<file path="config.mk">
export PLATFORM = sky130hd
export DESIGN_NAME = imm_gen_arbiter
export DESIGN_NICKNAME = d
export VERILOG_FILES = /design/src/rtl/imm_gen_arbiter_pkg.sv /design/src/rtl/imm_gen_arbiter_imm_generator.sv /design/src/rtl/imm_gen_arbiter.sv
export SDC_FILE = /design/constraint.sdc
export NUM_CORES = 1
export LEC_CHECK = 0
export BUFFER_PORTS_ARGS = -buffer_cell sky130_fd_sc_hd__buf_4
export CORE_UTILIZATION = 38
export CTS_CLUSTER_DIAMETER = 100
export DETAILED_ROUTE_END_ITERATION = 10
export GPL_ROUTABILITY_DRIVEN = 0
export GPL_TIMING_DRIVEN = 0
export PLACE_DENSITY = 0.9
export SLEW_MARGIN = 10
export SYNTH_ARGS = -nofsm -noshare
export SYNTH_HDL_FRONTEND = slang
export SYNTH_SLANG_ARGS = --single-unit
</file>
<file path="constraint.sdc">
create_clock -name clk -period 2.1 [get_ports clk]
set_clock_uncertainty 0.05 [all_clocks]
set_input_delay 0.315 -clock clk [delete_from_list [all_inputs] [get_ports clk]]
set_output_delay 0.315 -clock clk [all_outputs]
set_load 0.05 [all_outputs]
</file>
<file path="src/rtl/imm_gen_arbiter_pkg.sv">
// Shared decode definitions: opcode encodings, default tag width and a
// 12-bit sign-extension helper used by the immediate generator.
package imm_gen_arbiter_pkg;

  localparam int OPCODE_WIDTH  = 7;
  localparam int TAG_W_DEFAULT = 6;

  typedef enum logic [OPCODE_WIDTH-1:0] {
    R_type      = 7'b0110011,
    I_type_load = 7'b0000011,
    I_type_arth = 7'b0010011,
    S_type      = 7'b0100011,
    SB_type     = 7'b1100011
  } opcode_e;

  function automatic logic [31:0] sext12(input logic [11:0] v);
    return {{20{v[11]}}, v};
  endfunction

endpackage

</file>
<file path="src/rtl/imm_gen_arbiter_imm_generator.sv">
// Combinational immediate generator: decodes the opcode and produces the
// sign-extended immediate; R-type and unknown opcodes yield zero.
module imm_gen_arbiter_imm_generator
  import imm_gen_arbiter_pkg::*;
(
  input  logic [31:0] instr,
  output logic [31:0] imm
);

  // Opcode decode and immediate field assembly
  always_comb begin
    imm = '0;
    case (instr[OPCODE_WIDTH-1:0])
      R_type:                   imm = '0;
      I_type_load, I_type_arth: imm = sext12(instr[31:20]);
      S_type:                   imm = sext12({instr[31:25], instr[11:7]});
      SB_type:                  imm = {{19{instr[31]}}, instr[31], instr[7],
                                       instr[30:25], instr[11:8], 1'b0};
      default:                  imm = '0;
    endcase
  end

endmodule

</file>
<file path="src/rtl/imm_gen_arbiter.sv">
// Two-lane round-robin arbiter in front of a shared immediate generator.
// The granted lane's result lands in a one-entry output buffer; flush drops
// the buffered entry and anything accepted in the same cycle.
module imm_gen_arbiter
  import imm_gen_arbiter_pkg::*;
#(
  parameter int TAG_W     = TAG_W_DEFAULT,
  parameter int NUM_LANES = 2
) (
  input  logic                            clk,
  input  logic                            reset,
  input  logic                            flush,
  input  logic [NUM_LANES-1:0]            req_valid,
  input  logic [NUM_LANES-1:0][31:0]      req_instr,
  input  logic [NUM_LANES-1:0][TAG_W-1:0] req_tag,
  output logic [NUM_LANES-1:0]            req_ready,
  output logic                            imm_valid,
  input  logic                            imm_ready,
  output logic [31:0]                     imm_value,
  output logic                            imm_lane,
  output logic [TAG_W-1:0]                imm_tag
);

  if (NUM_LANES != 2) begin : g_lane_check
    $error("imm_gen_arbiter supports exactly two lanes");
  end

  logic             buf_valid, buf_valid_next;
  logic             last_grant, last_grant_next;
  logic [31:0]      buf_value;
  logic             buf_lane;
  logic [TAG_W-1:0] buf_tag;

  logic             can_accept;
  logic [1:0]       grant;
  logic             grant_lane;
  logic             transfer;
  logic             load;
  logic [31:0]      gen_imm;

  assign can_accept = !buf_valid || imm_ready || flush;

  // Round-robin grant; nothing is granted during reset
  always_comb begin
    grant = 2'b00;
    if (!reset && can_accept) begin
      case (req_valid)
        2'b01:   grant = 2'b01;
        2'b10:   grant = 2'b10;
        2'b11:   grant = last_grant ? 2'b01 : 2'b10;
        default: grant = 2'b00;
      endcase
    end
  end

  assign req_ready  = grant;
  assign grant_lane = grant[1];
  assign transfer   = |(grant & req_valid);

  imm_gen_arbiter_imm_generator u_imm_generator (
    .instr (req_instr[grant_lane]),
    .imm   (gen_imm)
  );

  // Next control state: flush beats load, load beats pop
  always_comb begin
    buf_valid_next  = buf_valid;
    last_grant_next = last_grant;
    load            = 1'b0;
    if (transfer) last_grant_next = grant_lane;
    if (flush) begin
      buf_valid_next = 1'b0;
    end else if (transfer) begin
      buf_valid_next = 1'b1;
      load           = 1'b1;
    end else if (imm_ready) begin
      buf_valid_next = 1'b0;
    end
  end

  // Control state and output buffer registers
  always_ff @(posedge clk) begin
    if (reset) begin
      buf_valid  <= 1'b0;
      last_grant <= 1'b1;
      buf_value  <= '0;
      buf_lane   <= 1'b0;
      buf_tag    <= '0;
    end else begin
      buf_valid  <= buf_valid_next;
      last_grant <= last_grant_next;
      if (load) begin
        buf_value <= gen_imm;
        buf_lane  <= grant_lane;
        buf_tag   <= req_tag[grant_lane];
      end
    end
  end

  assign imm_valid = buf_valid;
  assign imm_value = buf_value;
  assign imm_lane  = buf_lane;
  assign imm_tag   = buf_tag;

endmodule

</file>
==> implementation parameters, run 1 <==
Parameter                              Value

Run status
  Outcome ... finished clean

Power
  Fraction of power consumed by sequential logic ... 38.3%
  Leakage power ... 1.122 nW
  Combinational group share of total power ... 28.6%
  Switching Power ... 0.3215 mW
  Maximum vdd ir drop ... 0.0004767 V
  Internal Power ... 0.8487 mW
  Switching Fraction ... 27.48%
  PnR Total Power ... 1.170 mW
  Power Density ... 498.0 mW/mm^2
  Clock share of power ... 33.1%

Placed design
  DP Worst Slack ... 352.5 ps
  Total cell area at the placement stage ... 0.002278 sq mm
  Placed insts ... 302
  Port-buffer cells ... 107
  DP Wirelength ... 3242 um

Final layout
  Ratio of cells with drive above 1 in the final layout ... 56.15%
  Share of the core filled with cells in the final layout ... 68.27%
  Area growth from synthesis to layout ... 66.34%
  Final net count ... 343
  Post-route insts no fill ... 306
  Cell area after layout ... 0.002350 sq mm
  Antenna diodes ... 0
  Fill cell instance count of the final layout ... 302

Floorplanning
  Standard cell core area ... 0.003442 sq mm
  Number of rows in the core area ... 21
  Die H ... 62.97 um
  Total die area ... 0.003965 sq mm
  Initial core utilization ... 41.04%
  Die X ... 62.97 um
  # IOs ... 124

Worst setup path
  Cell family with the largest share of critical-path delay ... simple AND/OR/NAND/NOR gates
  Worst Path Max Fanout ... 10
  Classification of the worst setup path ... reg2out
  Reg-to-reg critical path startpoint ... imm_valid
  Critical path depth in cells ... 5
  Crit path to ... req_ready[1]
  Critical Path Source ... imm_valid
  Arr. time, crit path ... 1570 ps
  Setup crit end kind ... primary output
  Slack of the worst reg-to-reg path ... 410 ps
  Ordered list of cells on the worst path ... or3b_4 -> nand3_4 -> inv_4 -> buf_6 -> buf_4
  Length in cells of the worst reg-to-reg path ... 5
  End of the worst register-to-register path ... imm_value[11]
  Type of origin of the critical path ... register
  Biggest cell delay along the critical path ... 420 ps
  Critical Path Slowest Stage Cell ... or3b_4
  Data required time of the critical path ... 1740 ps
  CP Buf/Inv Count ... 3

STA
  Unrepaired setup endpoints after global routing ... no
  Period utilisation layout ... 91.91%
  Pin slew with the least headroom to its limit ... 781.7 ps
  PnR worst setup slack ... 169.9 ps
  Final TNS setup ... 0 ps
  Worst hold margin ... 261.0 ps
  Highest Clock Rate ... 518.1 MHz
  Setup-violating endpoint count in the final report ... 0
  Number of max-slew violations in the final report ... 0
  Slew margin rel. ... 47.89%
  Final Hold Viols ... 0
  Final period demand of the worst path ... 1930 ps

Routing
  Final antenna-violating net count ... 0
  Aggregate routed wire length ... 3925 um
  Vias after detailed routing ... 1529
  Average vias per placed instance ... 4.997
  Violation count after the first detailed-routing iteration ... 56
  First-pass iteration count of the detailed router ... 4
  Drt wl/cell ... 12.83 um
  DRC violation count after routing ... 0

Clocking
  CTS Sinks ... 22
  CTS tree ... done
  Clk root buf ... clkbuf_8
  Cts-stage hold buffer count ... 0
  Post-CTS Setup Bufs ... 0
  CTS Buf Count ... 3
  Maximum root-to-sink buffer count ... 2
  Post-cts sizing count ... 0
  Htree depth ... 1
  Clock transition at path regs ... 80 ps
  Source-to-sink clock delay at the later pin of the worst-skew pair ... 260 ps

Global routing
  Aggregate global-route resource usage ... 19.83%
  Number of global-route vias before repair ... 1474
  First-pass GRT wire length ... 6410 um
  Initial antenna violation count ... 0
  Largest net degree at the start of global routing ... 22
  Global route overflow ... 0

Synth
  Cell type with the largest total area after synthesis ... dfxtp_1
  EDFF count, synth ... 0
  Number of register bits inferred by synthesis ... 22
  Syn Std Cell Area ... 0.001413 sq mm
  Most instantiated flip-flop cell in the synthesis netlist ... dfxtp_1
  Net Count, Synth ... 231
  Async SR Flop Fraction ... 0%
  Fraction of synthesized cell area taken by the top area cell type ... 31.18%
  Top area cells in the synthesized netlist ... dfxtp_1 (31%), buf_4 (10%), mux2i_1 (9.2%)
  Yosys warnings ... 0
  Distinct cell type count of the synthesized netlist ... 36
  Post-synthesis cell count ... 149
  Part of the Yosys area used for sequential elements ... 31.18%
  Post-synthesis average cell area ... 9.481 sq um

Hold path
  Hold path startpoint ... reset
  Classification of the worst-slack hold path ... in2reg

Flow run
  Maxcap violations ... 0
==> worst min-delay path by stage <==
stage | end | slack (ps) | cells past startpoint
floorplan | last_grant | 370 | 1
global placement | imm_value[8] | 390 | 2
detailed placement | imm_value[5] | 400 | 2
CTS | imm_valid | 250 | 2
global route | imm_valid | 250 | 2
finish | imm_valid | 260 | 2
==> power groups by stage <==
| stage | Sequential, mW | Clock, mW | Combinational (mW) |
|---|---|---|---|
| floorplan | 0.521 | 0 | 0.111 |
| global placement | 0.458 | 0 | 0.331 |
| detailed placement | 0.458 | 0 | 0.335 |
| CTS | 0.449 | 0.395 | 0.336 |
| global route | 0.451 | 0.417 | 0.357 |
| finish | 0.449 | 0.387 | 0.334 |
==> layout make-up <==
type	instances	area (sq um)	area share, %
buffer	24	185.2	7.881
clock buffer	3	41.29	1.757
clock inverter	1	30.03	1.278
inverter	6	25.02	1.065
multi-input combinational	97	767.0	32.64
sequential	22	440.4	18.74
tap	46	57.56	2.449
timing repair buffer	107	803.3	34.19
==> cell families (layout without fill, tap and decap cells) <==
| logic type | count (synthesis) | count (layout) | synth area share (%) |
|---|---|---|---|
| simple gates | 36 | 36 | 17.98 |
| flops | 22 | 22 | 31.18 |
| mux | 14 | 14 | 10.81 |
| buf+inv | 30 | 141 | 14.88 |
| compound gates | 47 | 47 | 25.16 |
==> cell usage after synthesis, types with 2 or more instances <==
cell type	count
a221oi_1	4
o41ai_1	2
a311oi_1	3
nor3_1	3
o21ai_0	13
clkbuf_1	3
a21oi_2	2
nor3b_2	2
a2111oi_0	2
dfxtp_1	22
a22oi_1	8
o31ai_1	7
mux2i_1	13
nor2_1	3
nand4bb_4	2
nand3_1	7
nor2b_1	2
inv_1	5
nand2_1	11
buf_4	19
==> routing by layer <==
metal / up-vias / part of all wire [%] / GRT usage (%)
met2: 62 / 52 / 37.77
met4: 0 / 0.71 / 2.907
met1: 696 / 40 / 20.80
met3: 4 / 7.9 / 7.117
li1: 767 / - / -
met5: - / 0 / 0
==> layout by cell type (no fill, tap or decap), drive strengths merged, types with 6 or more instances in the layout <==
| master | n |
|---|---|
| a22oi | 8 |
| buf | 128 |
| clkbuf | 6 |
| dfxtp | 22 |
| inv | 6 |
| mux2i | 14 |
| nand2 | 11 |
| nand3 | 8 |
| o21ai | 13 |
| o31ai | 7 |
==> state kept, by name (all words and copies together), names as in the netlist <==
signal / cells
imm_lane: 1
imm_tag: 6
imm_valid: 1
imm_value: 13
last_grant: 1
(Power assumes the default switching activity.)
==> inputs of run 2 (changes only) <==
RECOVER_POWER = 25   (was not set)
==> implementation parameters, run 2 (synthesized netlist as in run 1, its figures left out) <==
Parameter                              Value

Final layout
  Most frequent cells in the layout ... buf_4 (110), dfxtp_1 (22), clkbuf_1 (19), o21ai_0 (13), mux2i_1 (13)
  Area growth from synthesis to layout ... 62.09%
  Final net count ... 343 (unchanged)
  Post-route insts no fill ... 306 (unchanged)
  Commonest non-fill, non-tap cell in the layout ... buf_4
  Antenna diodes ... 0 (unchanged)
  Fill cell instance count of the final layout ... 322 (+6.6%)
  Ratio of cells with drive above 1 in the final layout ... 50.00% (-6.2 points)
  Number of flip-flops in the largest register ... 13 (unchanged)

Floorplanning
  Die X ... 62.97 um (unchanged)
  Standard cell core area ... 0.003442 sq mm (unchanged)
  Die H ... 62.97 um (unchanged)
  # IOs ... 124 (unchanged)
  Number of rows in the core area ... 21 (unchanged)
  Initial core utilization ... 41.04% (unchanged)
  Total die area ... 0.003965 sq mm (unchanged)

Routing
  Aggregate routed wire length ... 3943 um (+0.46%)
  Average vias per placed instance ... 4.990 (-0.13%)
  Final antenna-violating net count ... 0 (unchanged)
  Drt wl/cell ... 12.89 um (+0.46%)
  Violation count after the first detailed-routing iteration ... 56 (unchanged)
  DRC violation count after routing ... 0 (unchanged)
  Vias after detailed routing ... 1527 (-0.13%)
  First-pass iteration count of the detailed router ... 4 (unchanged)

Power
  PnR Total Power ... 1.159 mW (-0.93%)
  Leakage power ... 1.055 nW (-6.0%)
  Power Density ... 506.3 mW/mm^2 (+1.7%)
  Maximum vdd ir drop ... 0.0004723 V (-0.92%)

Worst setup path
  Arr. time, crit path ... 1560 ps (about the same)
  Slack of the worst reg-to-reg path ... 410 ps (about the same)
  Worst Path Max Fanout ... 10 (unchanged)
  Data required time of the critical path ... 1740 ps (about the same)
  Type of origin of the critical path ... register
  Length in cells of the worst reg-to-reg path ... 5 (unchanged)
  Setup crit end kind ... primary output
  Reg-to-reg critical path startpoint ... imm_valid
  Classification of the worst setup path ... reg2out
  End of the worst register-to-register path ... imm_value[11]

Global routing
  Global route overflow ... 0 (unchanged)
  Initial antenna violation count ... 0 (unchanged)
  Aggregate global-route resource usage ... 19.83% (unchanged)
  First-pass GRT wire length ... 6410 um (unchanged)
  Number of global-route vias before repair ... 1474 (unchanged)
  Largest net degree at the start of global routing ... 22 (unchanged)

Clocking
  Clock transition at path regs ... 80 ps (about the same)
  Maximum root-to-sink buffer count ... 2 (unchanged)
  Cts-stage hold buffer count ... 0 (unchanged)
  CTS Sinks ... 22 (unchanged)
  Post-cts sizing count ... 0 (unchanged)
  CTS Buf Count ... 3 (unchanged)
  Clk root buf ... clkbuf_8
  Source-to-sink clock delay at the later pin of the worst-skew pair ... 260 ps (about the same)
  CTS tree ... done
  Post-CTS Setup Bufs ... 0 (unchanged)
  Htree depth ... 1 (unchanged)

Placed design
  Port-buffer cells ... 107 (unchanged)
  Placed insts ... 302 (unchanged)
  DP Wirelength ... 3242 um (unchanged)

STA
  Number of max-slew violations in the final report ... 0 (unchanged)
  Highest Clock Rate ... 518.2 MHz (about the same)
  Unrepaired setup endpoints after global routing ... no
  Period utilisation layout ... 91.89% (about the same)
  Final Hold Viols ... 0 (unchanged)
  Final TNS setup ... 0 ps (unchanged)
  Slew margin rel. ... 47.81% (-0.081 points)
  Setup-violating endpoint count in the final report ... 0 (unchanged)
  Final period demand of the worst path ... 1930 ps (-0.3360 ps)
  Pin slew with the least headroom to its limit ... 782.9 ps (+1.216 ps)

Flow run
  Maxcap violations ... 0 (unchanged)

Hold path
  Hold path startpoint ... reset
  Classification of the worst-slack hold path ... in2reg
  WHS Endpoint ... imm_valid
  Hold Path Depth ... 2 (unchanged)

Run status
  Outcome ... finished clean
run 2: cell count changes in the layout (fill, tap and decap cells not counted), sizes merged:
| cell | before | now |
|---|---|---|
| clkbuf | 6 | 22 |
| buf | 128 | 112 |
run 2: stage by stage:
step | setup WS, ps | hold WS [ps] | utilization (%) | area [sq um]
6_report | 170.2 | 261.1 | 66.52 | 2290
5_1_grt | 98.02 | 250.8 | 66.52 | 2290
4_1_cts | 154.9 | 253.0 | 68.27 | 2350
3_5_place_dp | 352.5 | 395.2 | 66.19 | 2278
3_3_place_gp | 342.8 | 385.5 | 66.19 | 2278
2_1_floorplan | 183.3 | 369.8 | - | 1418
run 2: critical path, cell delays in order (launching register included):
cell     delay, ps
dfxtp_1        350
or3b_4         420
nand3_4        130
inv_4           60
buf_6          150
buf_4          190
run 2: worst max path at each step:
stage	slack, ps	to	startpoint	cells past startpoint
after CTS	150	req_ready[1]	imm_valid	5
after detailed placement	350	req_ready[1]	imm_ready	6
after floorplan	180	imm_value[0]	imm_valid	5
final	170	req_ready[1]	imm_valid	5
after global placement	340	imm_value[0]	imm_ready	6
after global routing	100	req_ready[1]	imm_valid	5
run 2: per-layer routing:
layer	up-vias	track usage [%]	routed length [um]
li1	766	-	-
met1	695	20.80	1566
met2	62	37.77	2032
met3	4	7.117	316
met4	0	2.907	28
met5	-	0	0
run 2: layout make-up:
class / count / area [sq um] / area share (%)
multi-input cells: 97 / 767.0 / 33.50
repair buffers: 107 / 743.2 / 32.46
flip-flops and latches: 22 / 440.4 / 19.23
plain buffers: 24 / 185.2 / 8.087
well taps: 46 / 57.56 / 2.514
clock buffers: 3 / 41.29 / 1.803
clock inverters: 1 / 30.03 / 1.311
inverters: 6 / 25.02 / 1.093
run 2: report_power, final:
part / total, mW / switching [mW] / internal [mW]
Clock: 0.387 / 0.133 / 0.254
Sequential: 0.448 / 0.0111 / 0.437
Combinational: 0.324 / 0.177 / 0.147
Total: 1.16 / 0.321 / 0.838
